### src/rtl/tankb_io_pkg.sv
// Shared constants and types for the Tank Battalion I/O port responder.
package tankb_io_pkg;

    localparam int unsigned IO_W             = 8;
    localparam int unsigned COIN1_BIT        = 0;
    localparam int unsigned COIN2_BIT        = 1;
    localparam logic [7:0]  IO_IDLE          = 8'hFF;
    localparam int unsigned DEBOUNCE_SAMPLES = 4;
    localparam int unsigned DB_CNT_W         = $clog2(DEBOUNCE_SAMPLES);
    localparam int unsigned PRESCALE_W       = 16;
    localparam int unsigned WDT_CNT_W        = 8;
    localparam int unsigned WDT_PULSE_W      = 4;

    typedef logic [IO_W-1:0] io_byte_t;

endpackage

### src/rtl/tankb_io_ports_if.sv
// CPU-side decode strobes, write data and read data between the bus and the I/O responder.
interface tankb_io_ports_if;
    import tankb_io_pkg::*;

    logic     cpu_clken;
    logic [2:0] addr;
    io_byte_t dbo;
    logic     n_in0;
    logic     n_in1;
    logic     n_dipsw;
    logic     n_out0;
    logic     n_out1;
    logic     n_wdr;
    io_byte_t dbi;

    modport master (
        output cpu_clken, addr, dbo, n_in0, n_in1, n_dipsw, n_out0, n_out1, n_wdr,
        input  dbi
    );

    modport slave (
        input  cpu_clken, addr, dbo, n_in0, n_in1, n_dipsw, n_out0, n_out1, n_wdr,
        output dbi
    );

endinterface

### src/rtl/tankb_debounce.sv
// Two-flop synchronizer plus per-bit stability counter; a bit flips only after
// DEBOUNCE_SAMPLES consecutive ticks disagreeing with its current value.
module tankb_debounce
    import tankb_io_pkg::*;
#(
    parameter int unsigned WIDTH = 16
) (
    input  logic             clk,
    input  logic             rst,
    input  logic             i_tick,
    input  logic [WIDTH-1:0] i_raw,
    output logic [WIDTH-1:0] o_db
);

    logic [WIDTH-1:0]    r_sync1;
    logic [WIDTH-1:0]    r_sync2;
    logic [WIDTH-1:0]    r_db;
    logic [DB_CNT_W-1:0] r_cnt [WIDTH];

    // Sync flops start idle-high so reset release never looks like a press
    always_ff @(posedge clk or posedge rst) begin
        if (rst) begin
            r_sync1 <= '1;
            r_sync2 <= '1;
        end else begin
            r_sync1 <= i_raw;
            r_sync2 <= r_sync1;
        end
    end

    always_ff @(posedge clk or posedge rst) begin
        if (rst) begin
            r_db <= '1;
            for (int i = 0; i < int'(WIDTH); i++) r_cnt[i] <= '0;
        end else if (i_tick) begin
            for (int i = 0; i < int'(WIDTH); i++) begin
                if (r_sync2[i] != r_db[i]) begin
                    if (r_cnt[i] == DB_CNT_W'(DEBOUNCE_SAMPLES - 1)) begin
                        r_db[i]  <= r_sync2[i];
                        r_cnt[i] <= '0;
                    end else begin
                        r_cnt[i] <= r_cnt[i] + 1'b1;
                    end
                end else begin
                    r_cnt[i] <= '0;
                end
            end
        end
    end

    assign o_db = r_db;

endmodule

### src/rtl/tankb_io_ports.sv
// CPU-side responder for the IN0/IN1/DIPSW reads, OUT0/OUT1 addressable latches
// and the nWDR watchdog.
module tankb_io_ports
    import tankb_io_pkg::*;
#(
    parameter logic [PRESCALE_W-1:0]  DEBOUNCE_TICK = 16'd50000,
    parameter logic [WDT_CNT_W-1:0]   WDT_FRAMES    = 8'd16,
    parameter logic [WDT_PULSE_W-1:0] WDT_PULSE     = 4'd8
) (
    input  logic             clk,
    input  logic             rst,
    tankb_io_ports_if.slave  bus,
    input  logic             vblank,
    input  io_byte_t         in0_raw,
    input  io_byte_t         in1_raw,
    input  io_byte_t         dip,
    output io_byte_t         out0,
    output io_byte_t         out1,
    output logic             wdt_reset
);

    logic [PRESCALE_W-1:0]  r_presc;
    logic                   w_tick;
    logic [2*IO_W-1:0]      w_db;
    io_byte_t               w_db_in0;
    io_byte_t               w_db_in1;
    logic [1:0]             w_coin_now;
    logic [1:0]             r_coin_prev;
    logic [1:0]             w_coin_fall;
    logic [1:0]             r_coin_flag;
    logic                   w_in0_clr;
    io_byte_t               w_in0;
    io_byte_t               w_dbi;
    io_byte_t               r_out0;
    io_byte_t               r_out1;
    logic                   r_vblank_d;
    logic                   w_vb_rise;
    logic                   w_wdr_clr;
    logic                   w_wdt_fire;
    logic [WDT_CNT_W-1:0]   r_wdt_cnt;
    logic [WDT_PULSE_W-1:0] r_pulse_cnt;
    logic                   r_wdt_reset;

    // Shared debounce sample prescaler
    assign w_tick = (r_presc == DEBOUNCE_TICK - 1'b1);

    always_ff @(posedge clk or posedge rst) begin
        if (rst)         r_presc <= '0;
        else if (w_tick) r_presc <= '0;
        else             r_presc <= r_presc + 1'b1;
    end

    tankb_debounce #(.WIDTH(2 * IO_W)) u_debounce (
        .clk    (clk),
        .rst    (rst),
        .i_tick (w_tick),
        .i_raw  ({in1_raw, in0_raw}),
        .o_db   (w_db)
    );

    assign w_db_in0 = w_db[IO_W-1:0];
    assign w_db_in1 = w_db[2*IO_W-1:IO_W];

    // Sticky coin flags: set on debounced falling edge, cleared by an IN0 read; set wins
    assign w_coin_now  = {w_db_in0[COIN2_BIT], w_db_in0[COIN1_BIT]};
    assign w_coin_fall = r_coin_prev & ~w_coin_now;
    assign w_in0_clr   = bus.cpu_clken & ~bus.n_in0;

    always_ff @(posedge clk or posedge rst) begin
        if (rst) begin
            r_coin_prev <= 2'b11;
            r_coin_flag <= 2'b00;
        end else begin
            r_coin_prev <= w_coin_now;
            r_coin_flag <= w_coin_fall | (r_coin_flag & ~{2{w_in0_clr}});
        end
    end

    always_comb begin
        w_in0            = w_db_in0;
        w_in0[COIN1_BIT] = ~r_coin_flag[0];
        w_in0[COIN2_BIT] = ~r_coin_flag[1];
    end

    always_comb begin
        w_dbi = IO_IDLE;
        if (!bus.n_in0)        w_dbi = w_in0;
        else if (!bus.n_in1)   w_dbi = w_db_in1;
        else if (!bus.n_dipsw) w_dbi = dip;
    end

    assign bus.dbi = w_dbi;

    // 74LS259-style addressable latches, only dbo[0] is stored
    always_ff @(posedge clk or posedge rst) begin
        if (rst) begin
            r_out0 <= '0;
            r_out1 <= '0;
        end else if (bus.cpu_clken) begin
            if (!bus.n_out0) r_out0[bus.addr] <= bus.dbo[0];
            if (!bus.n_out1) r_out1[bus.addr] <= bus.dbo[0];
        end
    end

    assign out0 = r_out0;
    assign out1 = r_out1;

    // Watchdog: counts vblank rises, an nWDR write clears and beats a same-cycle rise
    assign w_vb_rise  = vblank & ~r_vblank_d;
    assign w_wdr_clr  = bus.cpu_clken & ~bus.n_wdr;
    assign w_wdt_fire = w_vb_rise & ~w_wdr_clr & (r_wdt_cnt == WDT_FRAMES - 1'b1);

    always_ff @(posedge clk or posedge rst) begin
        if (rst) begin
            r_vblank_d <= 1'b0;
            r_wdt_cnt  <= '0;
        end else begin
            r_vblank_d <= vblank;
            if (w_wdr_clr)       r_wdt_cnt <= '0;
            else if (w_wdt_fire) r_wdt_cnt <= '0;
            else if (w_vb_rise)  r_wdt_cnt <= r_wdt_cnt + 1'b1;
        end
    end

    always_ff @(posedge clk or posedge rst) begin
        if (rst) begin
            r_wdt_reset <= 1'b0;
            r_pulse_cnt <= '0;
        end else if (w_wdt_fire) begin
            r_wdt_reset <= 1'b1;
            r_pulse_cnt <= WDT_PULSE - 1'b1;
        end else if (r_wdt_reset) begin
            if (r_pulse_cnt == '0) r_wdt_reset <= 1'b0;
            else                   r_pulse_cnt <= r_pulse_cnt - 1'b1;
        end
    end

    assign wdt_reset = r_wdt_reset;

endmodule

### src/flat_wrapper.sv
// flat-port wrapper written by rule: the top's interface ports become plain ports
module tankb_io_ports_flat import tankb_io_pkg::*;
#(
    parameter logic [PRESCALE_W-1:0]  DEBOUNCE_TICK = 16'd50000,
    parameter logic [WDT_CNT_W-1:0]   WDT_FRAMES    = 8'd16,
    parameter logic [WDT_PULSE_W-1:0] WDT_PULSE     = 4'd8
)
  (clk, rst, vblank, in0_raw, in1_raw, dip, out0, out1, wdt_reset, bus_cpu_clken, bus_addr, bus_dbo, bus_n_in0, bus_n_in1, bus_n_dipsw, bus_n_out0, bus_n_out1, bus_n_wdr, bus_dbi);
  tankb_io_ports_if bus_i ();
  input  logic clk;
  input  logic rst;
  input  logic vblank;
  input  io_byte_t in0_raw;
  input  io_byte_t in1_raw;
  input  io_byte_t dip;
  output io_byte_t out0;
  output io_byte_t out1;
  output logic wdt_reset;
  input wire logic [$bits(bus_i.cpu_clken)-1:0] bus_cpu_clken;
  input wire logic [$bits(bus_i.addr)-1:0] bus_addr;
  input wire logic [$bits(bus_i.dbo)-1:0] bus_dbo;
  input wire logic [$bits(bus_i.n_in0)-1:0] bus_n_in0;
  input wire logic [$bits(bus_i.n_in1)-1:0] bus_n_in1;
  input wire logic [$bits(bus_i.n_dipsw)-1:0] bus_n_dipsw;
  input wire logic [$bits(bus_i.n_out0)-1:0] bus_n_out0;
  input wire logic [$bits(bus_i.n_out1)-1:0] bus_n_out1;
  input wire logic [$bits(bus_i.n_wdr)-1:0] bus_n_wdr;
  output wire logic [$bits(bus_i.dbi)-1:0] bus_dbi;
  assign bus_i.cpu_clken = bus_cpu_clken;
  assign bus_i.addr = bus_addr;
  assign bus_i.dbo = bus_dbo;
  assign bus_i.n_in0 = bus_n_in0;
  assign bus_i.n_in1 = bus_n_in1;
  assign bus_i.n_dipsw = bus_n_dipsw;
  assign bus_i.n_out0 = bus_n_out0;
  assign bus_i.n_out1 = bus_n_out1;
  assign bus_i.n_wdr = bus_n_wdr;
  assign bus_dbi = bus_i.dbi;
  tankb_io_ports #(.DEBOUNCE_TICK(DEBOUNCE_TICK), .WDT_FRAMES(WDT_FRAMES), .WDT_PULSE(WDT_PULSE)) u_core (.clk(clk), .rst(rst), .bus(bus_i), .vblank(vblank), .in0_raw(in0_raw), .in1_raw(in1_raw), .dip(dip), .out0(out0), .out1(out1), .wdt_reset(wdt_reset));
endmodule
### config.mk
export PLATFORM = sky130hd
export DESIGN_NAME = tankb_io_ports_flat
export DESIGN_NICKNAME = d
export VERILOG_FILES = /design/src/rtl/tankb_io_pkg.sv /design/src/rtl/tankb_io_ports_if.sv /design/src/rtl/tankb_debounce.sv /design/src/rtl/tankb_io_ports.sv /design/src/flat_wrapper.sv
export SDC_FILE = /design/constraint.sdc
export NUM_CORES = 1
export LEC_CHECK = 0
export ABC_AREA = 1
export CAP_MARGIN = 20
export CORE_UTILIZATION = 30
export CTS_CLUSTER_SIZE = 25
export DETAILED_ROUTE_END_ITERATION = 6
export PLACE_DENSITY = 0.58
export SLEW_MARGIN = 20
export SYNTH_ARGS = -nofsm -noshare
export SYNTH_HDL_FRONTEND = slang
export SYNTH_SLANG_ARGS = --single-unit
### constraint.sdc
create_clock -name clk -period 14.5 [get_ports clk]
set_input_delay 4.35 -clock clk [delete_from_list [all_inputs] [get_ports clk]]
set_output_delay 4.35 -clock clk [all_outputs]
set_load 0.02 [all_outputs]
==> out/results.ini <==
[run_status]
status=complete, no violations

[timing]
worst_slack_ns=4.005
max_freq_ghz=0.09528
rsz0062_at_grt=false
worstMarginPinSlew_ns=1.073
maxSlewViolCount=0
slew_headroom_pct=28.21
min_period_ns=10.50
fin_tns_setup_ns=0
fin_crit_sh_pct=72.38
final_hold_viol_count=0
setup_violations=0
fin_skew_ns=0.01057

[clocking]
clkLatencyLatePin_ns=0.42
htree_num_levels=4
post-cts-setup-buffers=0
path_clk_slew_ns=0.05
ctsLongestPathBuffers=2
cts_hold_buf=0
root_buffer=clkbuf_16
cts_buffers=17
cts_sinks=130
cts_tree=done
cts_resized=0

[synth]
synthArstFlopShare_pct=100.0
yosysSeqAreaShare_pct=53.65
netlist-cell-type-count=36
syn_nets=696
yosys_register_bits=130
synth_ff_type=dfrtp_1
synthCells=632
synth-edff-count=0
yosys-top-cells-area=dfrtp_1, dfstp_2, nand2_1
synth_top_cell_area_share_pct=32.40
yosysTopAreaCell=dfrtp_1
postSynthAreaPerCell_um2=9.778
netlist_area_um2=6180
yosysWarnings=0

[floorplanning]
die_y_um=145.5
pin_count=70
initial_utilization_pct=30.54
core_um2=20230
die_area_um2=21180
die_w_um=145.5
rows=52

[finish]
final_util_pct=37.46
mostFrequentLayoutCell=nand2_1
antenna_cells=0
drive_above_1_share_pct=21.86
finalInstanceArea_um2=7580
final_cell_mix=nand2_1, dfrtp_1, nor2_1
layout.nets=761
areaGrowthSynthToFinish_pct=22.66

[drt]
wl_um=12260
viasPerCell=4.497
wl_per_cell_um=12.52
dr.max_layer_used=met4
dr_wl_met3_um=654
vias=4403
drcViolationCount=0
drt-met1-wl_um=6051
drt-initial-drc-count=210
met2_length_um=5377
dr.pass1.iters=4
ant_nets=0

[run]
max_cap_viol_count=0

[placement]
placed_area_um2=7003
globalplace.congestion=0.7925
place_ws_ns=3.989
dp_hpwl_um=8051
portBuffers=62

[grt]
grt_pass1_vias=4333
antenna_found_initial=0
gr-usage-all-layers_pct=12.53
grt_max_degree=77
overflow=0
grt_pass1_wl_um=21120

[critical_path]
critPathKind=primary input to output pin
endpoint_kind=output pin
cp_cell_sequence=clkdlybuf4s50_1, nand2_1, o221ai_1, o21ai_1, clkdlybuf4s50_1
path_max_fanout=9
start_kind=primary input
rrSetupSlack_ns=12.15
critPathMaxStageDelay_ns=0.64
cp_common_cell=clkdlybuf4s50_1
required_ns=10.15
critPathArrivalTime_ns=6.15
slowest_stage=clkdlybuf4s50_1

[power_and_ir_drop]
leakage_nw=3.335
powerDensity_nw_per_um2=117.9
irDropWorstVdd_uv=80.67

[worst_hold_path]
min_path_type=register to register

==> worst paths after layout <==
path | from | cells after the start | endpoint
worst max-delay path | bus_n_in1 | 5 | bus_dbi[4]
worst min-delay path | u_core.u_debounce.r_sync1[1] | 0 | u_core.u_debounce.r_sync2[1]
worst max register to register | u_core.r_presc[7] | 6 | u_core.u_debounce.r_cnt[26]
worst min register to register | u_core.u_debounce.r_sync1[1] | 0 | u_core.u_debounce.r_sync2[1]
max in group asynchronous | rst | 3 | u_core.u_debounce.r_cnt[18]
min in group asynchronous | rst | 2 | u_core.r_wdt_cnt[6]
==> area by class of cell <==
class / instances / area [um2]
fillers: 1994 / 12650
flip-flops and latches: 130 / 3316
multi-input cells: 435 / 2530
repair buffers: 63 / 628.1
clock buffers: 26 / 499.2
well taps: 270 / 337.8
inverters: 50 / 191.4
clock inverters: 5 / 77.57
==> metal layers <==
layer  GRT usage, %  vias up
met2          18.75       85
met3          4.326       15
met5              0        -
met1          16.65     2104
li1               -     2199
met4          4.737        0
==> sequential cells by signal (all words and copies together) (netlist names) <==
signal / flops
u_core.r_wdt_cnt: 8
u_core.u_debounce.r_cnt: 32
u_core.r_coin_flag: 2
u_core.r_vblank_d: 1
u_core.out1: 8
u_core.out0: 8
u_core.u_debounce.o_db: 16
u_core.r_coin_prev: 2
u_core.r_presc: 16
u_core.u_debounce.r_sync1: 16
u_core.r_pulse_cnt: 4
u_core.u_debounce.r_sync2: 16
u_core.wdt_reset: 1
==> cells by family (layout without fill, tap and decap cells) <==
group	after synthesis	count (layout)	synth area share [%]
simple gates	308	308	24.11
xor+xnor	29	29	4.110
fa+ha+maj	19	19	3.847
buf+inv	67	144	5.406
compound gates	79	79	8.868
flops	130	130	53.65
==> synth_stat cells, types with 9 or more instances <==
cell / count
dfstp_2: 50
xor2_1: 11
ha_1: 19
o21ai_2: 30
o21ai_1: 18
nand4_1: 20
nand2_2: 32
dfrtp_1: 80
nand2b_1: 32
nand3_1: 46
buf_6: 9
nand2_1: 99
inv_1: 42
nor2_1: 67
o21ai_0: 11
xnor2_1: 18
==> worst max-delay path, delay by kind of cell <==
family | cells | cell delay [ns]
AND/OR/NAND/NOR | 1 | 0.26
AO/OA/AOI/OAI | 2 | 0.34
buffers and inverters | 2 | 1.20
==> stage by stage <==
step / hold slack (ns) / total power, W / cells
2_1_floorplan: 0.3452 / 0.0004356 / 632
3_3_place_gp: 0.3458 / 0.0004773 / 948
3_5_place_dp: 0.3468 / 0.0004774 / 948
4_1_cts: 0.3554 / 0.0009096 / 979
5_1_grt: 0.3577 / 0.0009321 / 979
6_report: 0.3533 / 0.0008936 / 979
==> power by group <==
group	total, W	switching [W]	internal, W
Sequential	0.000392	0.00000916	0.000383
Combinational	0.0000789	0.0000408	0.0000381
Clock	0.000423	0.000153	0.000270
Total	0.000894	0.000203	0.000690
Power figures use the tool's default switching activity.
